**src/rtl/instruction_decode.sv**
```systemverilog
// instruction_decode: MIPS ID stage with IF/ID register, bypassed register file, branch resolution and load-use stall
//   in : i_clk, i_reset (sync, active-high), i_instruction, i_next_pc_1 from fetch,
//        i_wb_write/i_wb_reg/i_wb_data write-back port, i_ex_mem_read/i_ex_rt load in EX
//   out: o_branch, o_branch_addr, o_stall to fetch (combinational);
//        o_valid, o_rs_data, o_rt_data, o_imm, o_rs, o_rt, o_rd, o_opcode, o_funct ID/EX bundle (registered)
module instruction_decode #(
   parameter int NB_DATA    = 32,
   parameter int NB_ADDRESS = 6,
   parameter int NB_REG     = 5
) (
   input  logic                  i_clk,
   input  logic                  i_reset,
   input  logic [NB_DATA-1:0]    i_instruction,
   input  logic [NB_ADDRESS-1:0] i_next_pc_1,
   input  logic                  i_wb_write,
   input  logic [NB_REG-1:0]     i_wb_reg,
   input  logic [NB_DATA-1:0]    i_wb_data,
   input  logic                  i_ex_mem_read,
   input  logic [NB_REG-1:0]     i_ex_rt,
   output logic                  o_branch,
   output logic [NB_ADDRESS-1:0] o_branch_addr,
   output logic                  o_stall,
   output logic                  o_valid,
   output logic [NB_DATA-1:0]    o_rs_data,
   output logic [NB_DATA-1:0]    o_rt_data,
   output logic [NB_DATA-1:0]    o_imm,
   output logic [NB_REG-1:0]     o_rs,
   output logic [NB_REG-1:0]     o_rt,
   output logic [NB_REG-1:0]     o_rd,
   output logic [5:0]            o_opcode,
   output logic [5:0]            o_funct
);
   typedef struct packed {
      logic                 valid;
      logic [NB_DATA-1:0]   rs_data;
      logic [NB_DATA-1:0]   rt_data;
      logic [NB_DATA-1:0]   imm;
      logic [NB_REG-1:0]    rs;
      logic [NB_REG-1:0]    rt;
      logic [NB_REG-1:0]    rd;
      logic [5:0]           opcode;
      logic [5:0]           funct;
   } idex_t;
   logic [NB_DATA-1:0]    instr_q, instr_d;
   logic [NB_ADDRESS-1:0] pc_q, pc_d;
   logic                  valid_q, valid_d;
   logic [NB_DATA-1:0]    regs_q [2**NB_REG];
   logic [NB_DATA-1:0]    regs_d [2**NB_REG];
   idex_t                 idex_q, idex_d;
   logic [NB_REG-1:0]     rs, rt;
   logic [5:0]            op;
   logic [NB_DATA-1:0]    rs_data, rt_data, imm_ext;
   logic [NB_ADDRESS-1:0] word_off;
   logic                  zext, take;
   always_comb begin
      rs       = instr_q[25:21];
      rt       = instr_q[20:16];
      op       = instr_q[31:26];
      rs_data  = (rs == '0) ? '0 : (i_wb_write && i_wb_reg == rs) ? i_wb_data : regs_q[rs];
      rt_data  = (rt == '0) ? '0 : (i_wb_write && i_wb_reg == rt) ? i_wb_data : regs_q[rt];
      zext     = (op == 6'b001100) || (op == 6'b001101) || (op == 6'b001110);
      imm_ext  = zext ? {{(NB_DATA-16){1'b0}}, instr_q[15:0]} : {{(NB_DATA-16){instr_q[15]}}, instr_q[15:0]};
      // Both the J target and the scaled branch offset are the low instruction bits shifted by two
      word_off = {instr_q[NB_ADDRESS-3:0], 2'b00};
      o_stall  = valid_q && i_ex_mem_read && i_ex_rt != '0 && (i_ex_rt == rs || i_ex_rt == rt);
      take     = valid_q && !o_stall && ((op == 6'b000100 && rs_data == rt_data) ||
                                         (op == 6'b000101 && rs_data != rt_data) ||
                                          op == 6'b000010);
      o_branch      = take;
      o_branch_addr = !take ? '0 : (op == 6'b000010) ? word_off : pc_q + word_off;
   end
   always_comb begin
      instr_d = o_stall ? instr_q : o_branch ? '0 : i_instruction;
      pc_d    = o_stall ? pc_q    : o_branch ? '0 : i_next_pc_1;
      valid_d = o_stall ? valid_q : !o_branch;
      regs_d  = regs_q;
      if (i_wb_write && i_wb_reg != '0) regs_d[i_wb_reg] = i_wb_data;
      idex_d  = '0;
      if (valid_q && !o_stall)
         idex_d = '{valid: 1'b1, rs_data: rs_data, rt_data: rt_data, imm: imm_ext,
                    rs: rs, rt: rt, rd: instr_q[15:11], opcode: op, funct: instr_q[5:0]};
   end
   always_ff @(posedge i_clk) begin
      if (i_reset) begin
         instr_q <= '0;
         pc_q    <= '0;
         valid_q <= 1'b0;
         idex_q  <= '0;
         for (int i = 0; i < 2**NB_REG; i++) regs_q[i] <= '0;
      end else begin
         instr_q <= instr_d;
         pc_q    <= pc_d;
         valid_q <= valid_d;
         idex_q  <= idex_d;
         regs_q  <= regs_d;
      end
   end
   assign o_valid   = idex_q.valid;
   assign o_rs_data = idex_q.rs_data;
   assign o_rt_data = idex_q.rt_data;
   assign o_imm     = idex_q.imm;
   assign o_rs      = idex_q.rs;
   assign o_rt      = idex_q.rt;
   assign o_rd      = idex_q.rd;
   assign o_opcode  = idex_q.opcode;
   assign o_funct   = idex_q.funct;
endmodule
```
**config.mk**
```make
export PLATFORM = sky130hd
export DESIGN_NAME = instruction_decode
export DESIGN_NICKNAME = d
export VERILOG_FILES = /design/src/rtl/instruction_decode.sv
export SDC_FILE = /design/constraint.sdc
export NUM_CORES = 2
export LEC_CHECK = 0
export CAP_MARGIN = 30
export CORE_UTILIZATION = 30
export DETAILED_ROUTE_END_ITERATION = 8
export SYNTH_ARGS = -nofsm -noshare
export SYNTH_HDL_FRONTEND = slang
export SYNTH_SLANG_ARGS = --single-unit
```
**constraint.sdc**
```tcl
create_clock -name i_clk -period 6 [get_ports i_clk]
set_clock_uncertainty 0.15 [all_clocks]
set_input_delay 0.9 -clock i_clk [delete_from_list [all_inputs] [get_ports i_clk]]
set_output_delay 0.9 -clock i_clk [all_outputs]
set_load 0.1 [all_outputs]
```
==> impl_metrics.tcl <==
set metrics [dict create \
    slew_headroom 0.197 \
    syn_avg_cell_area_sq_um 8.75 \
    cp-start-kind "flip-flop" \
    place.gp.congestion 1.00 \
    synthMuxAreaShare 0.209 \
    syn_to_final_growth_pct 23.0 \
    path_common_cell "buf_4" \
    seq_power_share 0.407 \
    postLayoutCellArea_sq_mm 0.0713 \
    initial_core_util 0.301 \
    ys_seq_area_frac 0.401 \
    timing.fmax_mhz 156 \
    synthFlopType "dfxtp_1" \
    drc 0 \
    core_area_sq_mm 0.192 \
    viasPerCell 5.98 \
    synthArstFlopShare 0 \
    hold_end "regs_q[906]$_SDFFE_PP0P_" \
    status "finished with violations" \
    yosysWarnings 0 \
    pin_count 216 \
    overflow 0 \
    grt_pass1_vias 52900 \
    die_area_sq_mm 0.195 \
    slowest_delay_ns 0.66 \
    wirelength_um 284000 \
    clk_latency_ns 0.82 \
    ant_nets 0 \
    reg2reg_to "instr_q[17]$_SDFFE_PP0N_" \
    cp_cell_sequence "buf_4 > buf_12 > nor3b_4 > a22oi_1 > nand3_1 > o21ai_1 > o221ai_1 > buf_4 > a31oi_1 > a2111o_1 > nor4_4 > buf_4 > a31oi_1 > buf_4 > o2111ai_4 > buf_6 > nand2_1 > buf_12" \
    crit_required_ns 4.95 \
    final_nets 6943 \
    syn-cell-area_sq_mm 0.0580 \
    layout_commonest_cell "nand2_1" \
    leakagePower_nw 23.8 \
    r2r_start "instr_q[23]$_SDFFE_PP0N_" \
    grt_pass1_wl_um 396000 \
    drv_cap 0 \
    worstSetupEndpointType "primary output" \
    synth_edf_count 0 \
    cts_max_level 4 \
    setup_violations 7 \
    synth_area_leader_cell "dfxtp_1" \
    criticalPathCategory "flip-flop to primary output" \
    seq_area_sq_mm 0.0233 \
    ys_ff_latch 1161 \
    worst-r2r-setup-slack_ns 0.89 \
    n_fill_cell 18900 \
    synthTopCellsByArea "dfxtp_1 40%, mux4_2 16%, nand2_1 14%, a21oi_1 9.2%, mux2i_1 3.8%" \
    fin_crit_sh 1.07 \
    critPathMaxFanout 12 \
    r2r_cells 19 \
    synth_top_area_share 0.401 \
    drive_gt1_frac 0.207 \
    p_int_mw 13.9 \
    power.switching_mw 5.45 \
    combPwrFrac 0.138 \
    rows 161 \
    synthAdderAreaFrac 0.000992 \
    worst-path-buf-inv 7 \
    path_delay_family "compound AO/OA/AOI/OAI gates" \
    rsz0062_at_grt "true" \
    finalPower_mw 19.4 \
    synth_cell_types 82 \
    violations "setup timing" \
    p_clk_frac 0.456 \
    dp_hpwl_um 178000 \
    synth_xor_area_frac 0.00664 \
    place_area_sq_mm 0.0648 \
    syn_inst 6631 \
    clockRootBuffer "clkbuf_16" \
    synth-compound-area-share 0.145 \
    cts-hold-fix-buffers 0 \
    cts_tree "built" \
    cts_buffers 130 \
    finalHoldViolations 0 \
    holdPathStages 2 \
    wl_per_cell_um 29.9 \
    holdCritStartpoint "regs_q[906]$_SDFFE_PP0P_" \
    grt_max_degree 214 \
    multi_input_area_sq_mm 0.0322 \
    powerDensity_mw_per_mm2 271 \
    clk_pin_slew_ns 0.06 \
    drv_slew 0 \
    arrival_ns 5.34 \
    antenna_found_initial 17 \
    clk_path_buf_depth 3 \
    slowest_stage "nor3b_4" \
    final_cell_mix "2083 x nand2_1, 1151 x dfxtp_1, 1059 x a21oi_1" \
    setup_slack_ns -0.391 \
    tightestPinTransition_ns 1.20 \
    peakVddDrop_uv 316 \
    cts_sinks 1161 \
    vias 56700 \
    grt_usage 0.279 \
    synth_nets 6719 \
    first_iter_violations 9992 \
    sw_frac_of_total 0.282 \
    die_h_um 442 \
    portBuffers 215 \
    drtPass1Iterations 6 \
    fp.dieW_um 442 \
    synth_simple_gate_area_frac 0.178 \
    synth_top_family_by_area "multiplexers" \
    period_minus_slack_ns 6.39 \
    hp-class "flip-flop to flip-flop" \
]
==> routing by layer <==
layer,wire length [um],share of wire,GRT usage,up-vias
li1,-,-,-,23600
met1,101000,0.35,0.342,27500
met2,121000,0.43,0.414,4518
met3,36200,0.13,0.0736,1179
met4,26400,0.093,0.223,12
met5,119,0.00042,0.00147,-
==> layout make-up <==
| type | instances | area share |
|---|---|---|
| multi-input combinational | 4742 | 0.452 |
| sequential | 1161 | 0.326 |
| timing repair buffer | 804 | 0.111 |
| clock buffer | 186 | 0.0535 |
| tap | 2526 | 0.0443 |
| clock inverter | 50 | 0.0120 |
| inverter | 16 | 0.000842 |
| antenna | 8 | 0.000281 |
==> power groups by stage <==
stage / Sequential (mW) / Clock, mW / Combinational, mW
6_report: 7.87 / 8.82 / 2.67
5_1_grt: 7.88 / 9.14 / 2.70
4_1_cts: 7.87 / 8.82 / 2.52
3_5_place_dp: 8.06 / 0 / 2.37
3_3_place_gp: 8.05 / 0 / 2.36
2_1_floorplan: 8.16 / 0 / 1.21
==> worst max path at each step <==
stage,from,end,slack [ns],depth (start not counted)
after global routing,instr_q[16]$_SDFFE_PP0N_,o_branch_addr[3],-0.43,17
after floorplan,i_wb_reg[1],o_branch_addr[0],-0.32,14
after global placement,i_wb_reg[2],o_branch_addr[1],-0.37,19
after CTS,instr_q[16]$_SDFFE_PP0N_,o_branch_addr[3],-0.32,17
after detailed placement,i_wb_reg[4],o_branch_addr[1],-0.42,19
final,instr_q[23]$_SDFFE_PP0N_,o_branch,-0.39,18
==> worst min-delay path: stages (launching register included) <==
cell and delay, ns:
dfxtp_1 0.31, nand2_1 0.05, a21oi_1 0.05
==> cell usage after synthesis, drive strengths merged (5+ instances only) <==
master / number
nor2: 140
and2: 14
nand2: 2119
a221o: 6
or2: 8
nand3: 24
xnor2: 28
dfxtp: 1161
a22oi: 67
o2111ai: 6
a21oi: 1072
mux2i: 221
a311oi: 6
or3b: 6
or3: 5
mux2: 28
inv: 14
xor2: 16
o32ai: 5
nor3b: 6
clkbuf: 512
nand2b: 10
a22o: 49
a211o: 5
a31oi: 17
nand3b: 6
a221oi: 27
o211ai: 14
nand4: 11
and3: 86
mux4: 424
buf: 199
nor4: 12
o22a: 5
a211oi: 23
nor2b: 56
a2111oi: 12
o22ai: 45
o221ai: 27
a32oi: 10
o21ai: 51
nor3: 42
==> sequential cells by signal, indices dropped and copies added, names as in the netlist <==
name,count
regs_q,1024
instr_q,32
o_rs_data,32
o_rt_data,32
o_imm,17
o_opcode,6
pc_q,6
o_rs,5
o_rt,5
o_valid,1
valid_q,1
==> cell families after synthesis <==
group | Yosys count
AOI/OAI and AO/OA | 1467
adders and majority gates | 4
DFF | 1161
muxes | 673
buffers and inverters | 728
xor gates and xnor gates | 44
and+or+nand+nor | 2554
==> metrics by stage <==
stage	setup WS (ns)	setup TNS, ns	cells	utilization	hold slack [ns]
2_1_floorplan	-0.319	-1.64	6631	-	0.291
5_1_grt	-0.427	-2.74	9485	0.371	0.331
3_5_place_dp	-0.417	-2.39	9142	0.337	0.309
6_report	-0.391	-2.50	9493	0.371	0.315
4_1_cts	-0.321	-1.99	9447	0.367	0.316
3_3_place_gp	-0.369	-2.15	9138	0.336	0.298
==> repair_timing <==
item	CTS	global route
setup endpoints to repair	7	7
setup buffers	63	37
cloned	7	2
gates resized for setup	82	69
pin swaps	24	24
Note: power is estimated with default switching activity, not from simulation.
